File: src/rtl/instr_fetch_unit.sv
// Instruction fetch unit.
// Holds the PC and fetches 32-bit words from instruction memory, with at most one
// request outstanding. Returned words go into a small in-order queue, and decode
// drains that queue through a valid/ready handshake. A taken-branch redirect flushes
// the queue and restarts fetch at the new PC. If a request is in flight when the
// redirect arrives, its response is discarded when it comes back.
//
// Ports
//   clk_i, rst_i           clock; synchronous active-high reset
//   imem_req_valid_o       fetch request valid
//   imem_req_ready_i       memory accepts the request this cycle
//   imem_req_addr_o        word-aligned fetch byte address
//   imem_rsp_valid_i       one-cycle response pulse per accepted request
//   imem_rsp_data_i        instruction word
//   dec_valid_o            queue head presented to decode
//   dec_ready_i            decode accepts the head this cycle
//   dec_instr_o            head instruction word (0 when empty)
//   dec_opcode_o           dec_instr_o[31:26]
//   dec_pc_o               byte address of the head instruction (0 when empty)
//   redirect_valid_i       taken branch: flush and refetch
//   redirect_pc_i          new PC; bits [1:0] are forced to 0
//
// state  | meaning
// S_IDLE | no request; wait for queue credit
// S_REQ  | request presented; address held until accepted
// S_WAIT | request accepted; waiting for its response
module instr_fetch_unit #(
   parameter int unsigned        ADDR_W   = 32,
   parameter int unsigned        DEPTH    = 2,
   parameter logic [ADDR_W-1:0]  RESET_PC = '0
) (
   input  logic              clk_i,
   input  logic              rst_i,
   output logic              imem_req_valid_o,
   input  logic              imem_req_ready_i,
   output logic [ADDR_W-1:0] imem_req_addr_o,
   input  logic              imem_rsp_valid_i,
   input  logic [31:0]       imem_rsp_data_i,
   output logic              dec_valid_o,
   input  logic              dec_ready_i,
   output logic [31:0]       dec_instr_o,
   output logic [5:0]        dec_opcode_o,
   output logic [ADDR_W-1:0] dec_pc_o,
   input  logic              redirect_valid_i,
   input  logic [ADDR_W-1:0] redirect_pc_i
);

   localparam int unsigned PTR_W = (DEPTH > 1) ? $clog2(DEPTH) : 1;
   localparam int unsigned CNT_W = $clog2(DEPTH + 1);

   typedef enum logic [1:0] {S_IDLE, S_REQ, S_WAIT} state_e;

   state_e            state_q;
   logic [ADDR_W-1:0] pc_q;         // next address to fetch
   logic [ADDR_W-1:0] req_addr_q;   // address of the current request (also its PC)
   logic              req_valid_q;
   logic              req_stale_q;  // redirect seen while the request was unaccepted
   logic              stale_q;      // outstanding response must be discarded

   logic [31:0]       instr_q [DEPTH];
   logic [ADDR_W-1:0] ipc_q   [DEPTH];
   logic [PTR_W-1:0]  rd_ptr_q, wr_ptr_q;
   logic [CNT_W-1:0]  count_q;

   logic [ADDR_W-1:0] redir_pc;
   logic [ADDR_W-1:0] fetch_pc;
   logic              accept, rsp_in, push, pop, not_empty;
   logic              idle_go, wait_room;
   logic [CNT_W:0]    cnt_after_push;

   assign redir_pc  = redirect_pc_i & ~ADDR_W'(3);
   assign fetch_pc  = redirect_valid_i ? redir_pc : pc_q;
   assign not_empty = (count_q != '0);
   assign accept    = (state_q == S_REQ) && imem_req_ready_i;
   assign rsp_in    = (state_q == S_WAIT) && imem_rsp_valid_i;
   // A response arriving in a redirect cycle belongs to the old path: drop it.
   assign push      = rsp_in && !stale_q && !redirect_valid_i;
   assign pop       = dec_valid_o && dec_ready_i;

   // Credit uses the registered count only; a same-cycle pop earns no credit.
   assign idle_go        = (count_q < CNT_W'(DEPTH)) && !stale_q;
   assign cnt_after_push = {1'b0, count_q} + {{CNT_W{1'b0}}, push};
   assign wait_room      = redirect_valid_i || (cnt_after_push < (CNT_W + 1)'(DEPTH));

   always_ff @(posedge clk_i) begin
      if (rst_i) begin
         state_q     <= S_IDLE;
         pc_q        <= RESET_PC;
         req_addr_q  <= '0;
         req_valid_q <= 1'b0;
         req_stale_q <= 1'b0;
         stale_q     <= 1'b0;
      end else begin
         if (redirect_valid_i) pc_q <= redir_pc;
         case (state_q)
            S_IDLE: begin
               if (idle_go) begin
                  state_q     <= S_REQ;
                  req_valid_q <= 1'b1;
                  req_addr_q  <= fetch_pc;
                  pc_q        <= fetch_pc + ADDR_W'(4);
                  req_stale_q <= 1'b0;
               end
            end
            S_REQ: begin
               if (accept) begin
                  state_q     <= S_WAIT;
                  req_valid_q <= 1'b0;
                  stale_q     <= req_stale_q || redirect_valid_i;
                  req_stale_q <= 1'b0;
               end else if (redirect_valid_i) begin
                  req_stale_q <= 1'b1;
               end
            end
            S_WAIT: begin
               if (imem_rsp_valid_i) begin
                  stale_q <= 1'b0;
                  if (wait_room) begin
                     state_q     <= S_REQ;
                     req_valid_q <= 1'b1;
                     req_addr_q  <= fetch_pc;
                     pc_q        <= fetch_pc + ADDR_W'(4);
                     req_stale_q <= 1'b0;
                  end else begin
                     state_q <= S_IDLE;
                  end
               end else if (redirect_valid_i) begin
                  stale_q <= 1'b1;
               end
            end
            default: begin
               state_q     <= S_IDLE;
               req_valid_q <= 1'b0;
            end
         endcase
      end
   end

   always_ff @(posedge clk_i) begin
      if (push) begin
         instr_q[wr_ptr_q] <= imem_rsp_data_i;
         ipc_q[wr_ptr_q]   <= req_addr_q;
      end
   end

   always_ff @(posedge clk_i) begin
      if (rst_i || redirect_valid_i) begin
         rd_ptr_q <= '0;
         wr_ptr_q <= '0;
         count_q  <= '0;
      end else begin
         if (push) wr_ptr_q <= wr_ptr_q + PTR_W'(1);
         if (pop)  rd_ptr_q <= rd_ptr_q + PTR_W'(1);
         if (push && !pop)      count_q <= count_q + CNT_W'(1);
         else if (pop && !push) count_q <= count_q - CNT_W'(1);
      end
   end

   assign imem_req_valid_o = req_valid_q;
   assign imem_req_addr_o  = req_addr_q;
   assign dec_valid_o      = not_empty && !redirect_valid_i;
   assign dec_instr_o      = not_empty ? instr_q[rd_ptr_q] : 32'h0;
   assign dec_pc_o         = not_empty ? ipc_q[rd_ptr_q] : '0;
   assign dec_opcode_o     = dec_instr_o[31:26];

endmodule

File: config.mk
export PLATFORM = sky130hd
export DESIGN_NAME = instr_fetch_unit
export DESIGN_NICKNAME = d
export VERILOG_FILES = /design/src/rtl/instr_fetch_unit.sv
export SDC_FILE = /design/constraint.sdc
export NUM_CORES = 1
export LEC_CHECK = 0
export ABC_AREA = 1
export CORE_ASPECT_RATIO = 1.1
export CORE_UTILIZATION = 45
export DETAILED_ROUTE_END_ITERATION = 10
export PLACE_DENSITY = 0.8
export SYNTH_ARGS = -nofsm -noshare
export SYNTH_HDL_FRONTEND = slang
export SYNTH_SLANG_ARGS = --single-unit
File: constraint.sdc
create_clock -name clk_i -period 4.8 [get_ports clk_i]
set_clock_uncertainty 0.2 [all_clocks]
set_input_delay 1.44 -clock clk_i [delete_from_list [all_inputs] [get_ports clk_i]]
set_output_delay 1.44 -clock clk_i [all_outputs]
set_load 0.02 [all_outputs]
==> impl_metrics.tcl <==
set metrics [dict create \
    clock_sinks 202 \
    track_usage_pct 21.48 \
    gp_congestion 0.9166 \
    power.share.sequential_pct 47.2 \
    worstPathMaxFanout 3 \
    final_cell_mix "279 x sky130_fd_sc_hd__nand2_1, 171 x sky130_fd_sc_hd__clkdlybuf4s50_1, 129 x sky130_fd_sc_hd__a21oi_1" \
    finalCritPeriodShare_pct 93.01 \
    boundaryPins 174 \
    postCtsSetupBuffers 0 \
    pwr-share-comb_pct 15.7 \
    switching_power_summed_over_all_nets_mw 1.165 \
    timing.final.max_slew_violations 0 \
    power.ir.vdd_worst_mv 0.2213 \
    share_clk_of_total_power_pct 37.1 \
    startpoint_type "primary input" \
    totalNegativeSetupSlack_ns 0 \
    grt_start_max_net_pins 65 \
    dieHeight_um 150.3 \
    areaGrowthSynthToFinish_pct 28.66 \
    htree_levels 1 \
    sequential_fraction_of_the_synthesis_area_pct 59.21 \
    fillers 1665 \
    unrepaired_setup_endpoints_after_global_routing "false" \
    layout.nets 1216 \
    final-seq-area_sq_um 5326 \
    synth.cell_area_sq_um 8994 \
    grt_antenna_before_repair 0 \
    timing.critical_path.buf_inv 4 \
    final_count_of_hold_timing_violations 0 \
    first_global_vias 6804 \
    wp_data_arrival_ns 2.82 \
    place.port_buffers 171 \
    firstDrtPassIters 5 \
    power_report.internal_total_mw 3.193 \
    drc_markers 0 \
    post-route-cell-area_sq_um 11570 \
    finalNonFillerCells 1405 \
    totalPowerFinal_mw 4.358 \
    routedWlPerCell_um 15.94 \
    finalCoreUtilization_pct 59.76 \
    chipWidth_um 136.8 \
    tritoncts.num_buffers 21 \
    outcome "finished clean" \
    via_count 7315 \
    min-delay-path-class "flip-flop to flip-flop" \
    clockBufferDepth 3 \
    post_cts_resize_count 0 \
    core_area_sq_um 19360 \
    wirelength_um 22400 \
    crit_chain "clkdlybuf4s50_1 > inv_6 > o21ai_0 > inv_1 > clkdlybuf4s50_1" \
    critical_path.max_stage_delay_ns 0.62 \
    drt_iter0_markers 426 \
    avgSynthCellArea_sq_um 9.075 \
    p_leak_nw 4.248 \
    cts_root_buf "sky130_fd_sc_hd__clkbuf_16" \
    power-per-cell-area_nw_per_um2 376.7 \
    number_of_library_cell_types_mapped_by_synthesis 38 \
    multi_input_comb_area_sq_um 3118 \
    initial_core_util_pct 46.45 \
    crit_type "primary input to primary output" \
    synth.yosys.warnings 0 \
    critical_path.top_delay_family "buffers and inverters" \
    report.final.setup_viol 0 \
    endpoint_kind "primary output" \
    synth.ff_latch_count 202 \
    switching_share_pct 26.74 \
    crit_top_cell "sky130_fd_sc_hd__clkdlybuf4s50_1" \
    cts_tree "yes" \
    dp_hpwl_um 15110 \
    final.min_clock_period_ns 4.465 \
    cts-hold-fix-buffers 0 \
    syn_nets 1063 \
    cp_slowest_cell "sky130_fd_sc_hd__clkdlybuf4s50_1" \
    worst-slew-pin-transition_ns 0.7798 \
    wire_length_of_the_first_global_routing_pass_um 34730 \
    finalHoldWorstSlack_ns 0.2539 \
    dp_slack_ns 0.3229 \
    fraction_of_final_layout_cells_sized_beyond_drive_strength_1_pct 8.895 \
    post-place-cells 1368 \
    cts.reportedPaths.clkPinSlew_ns 0.06 \
    row_count 53 \
    mostFrequentLayoutCell "sky130_fd_sc_hd__nand2_1" \
    placed_area_sq_um 10870 \
    fmax_mhz 224.0 \
    fp.dieArea_sq_um 20560 \
    worst_endpoint_required_time_ns 3.16 \
    gr-total-overflow 0 \
    timing.slew.headroom_pct 47.94 \
    netlist_instances 991 \
    maxCapViolations 0 \
    setup_ws_ns 0.3354 \
    clkLatencyLatePin_ns 0.49 \
    detail_route.vias_per_cell 5.206 \
    antenna_violating_nets_post_route 0 \
    diodes 0 \
]
layer usage:
metal / GRT usage [%] / part of all wire (%) / vias up / wire length [um]
li1: - / - / 3636 / -
met1: 27.88 / 42 / 3380 / 9357
met2: 36.75 / 48 / 254 / 10820
met3: 3.468 / 7.4 / 45 / 1651
met4: 6.429 / 2.5 / 0 / 565
met5: 0 / 0 / - / 0
synth_stat cells (all sizes together):
library cell  instances  share of area (%)
a211oi                3               0.25
a21boi                1              0.084
a21oi               129                7.2
a31oi                 4               0.28
and2                  1              0.070
buf                  29                2.4
clkbuf               27                1.1
dfxtp                74                 16
edfxtp              128                 43
ha                    2               0.28
inv                  67                2.9
nand2               301                 13
nand3                38                2.2
nand4                 7               0.56
nor2                 72                3.7
nor3                  7               0.39
o2111ai               1              0.097
o211a                 1               0.11
o211ai                1              0.084
o21ai                94                5.6
o21bai                1              0.084
or2                   1              0.070
xor2                  2               0.19
worst reg2reg max path: cells and delay by family (launching register included):
kind                   cells  cell delay (ns)
buffers and inverters      3             1.23
AND/OR/NAND/NOR            7             0.74
flip-flops                 1             0.69
AO/OA/AOI/OAI              1             0.16
cell families after synthesis:
logic type | Yosys count | share of synthesized area [%]
and+or+nand+nor | 427 | 20.21
AOI/OAI and AO/OA | 235 | 13.73
DFF | 202 | 59.21
buffers and inverters | 123 | 6.372
xor gates and xnor gates | 2 | 0.1948
adders and majority gates | 2 | 0.2782
power groups by stage:
stage | logic (mW) | registers [mW] | clock network (mW)
global placement | 0.668 | 2.09 | 0
floorplan | 0.353 | 2.13 | 0
CTS | 0.682 | 2.06 | 1.64
detailed placement | 0.679 | 2.10 | 0
global route | 0.750 | 2.07 | 1.72
finish | 0.683 | 2.06 | 1.62
sequential cells by signal, summed over array words and instances, names as in the netlist, named ones only:
register / count
wr_ptr_q: 1
stale_q: 1
imem_req_addr_o: 32
state_q: 2
instr_q: 64
req_stale_q: 1
imem_req_valid_o: 1
ipc_q: 64
rd_ptr_q: 1
count_q: 2
pc_q: 32
layout make-up:
type,count,share of cell area (%)
repair buffers,186,16.09
inverters,67,2.217
well taps,247,2.671
clock buffers,31,5.677
flip-flops and latches,202,46.03
multi-input cells,666,26.95
clock inverters,6,0.3676
final timing paths:
check             slack [ns]              from          end  depth (start not counted)
setup reg to reg        1.70        state_q[0]     pc_q[19]                         11
hold reg to reg         0.25           pc_q[1]      pc_q[1]                          2
setup / recovery        0.34  redirect_valid_i  dec_valid_o                          5
hold / removal          0.25           pc_q[1]      pc_q[1]                          2
Note: power is estimated with default switching activity, not from simulation.
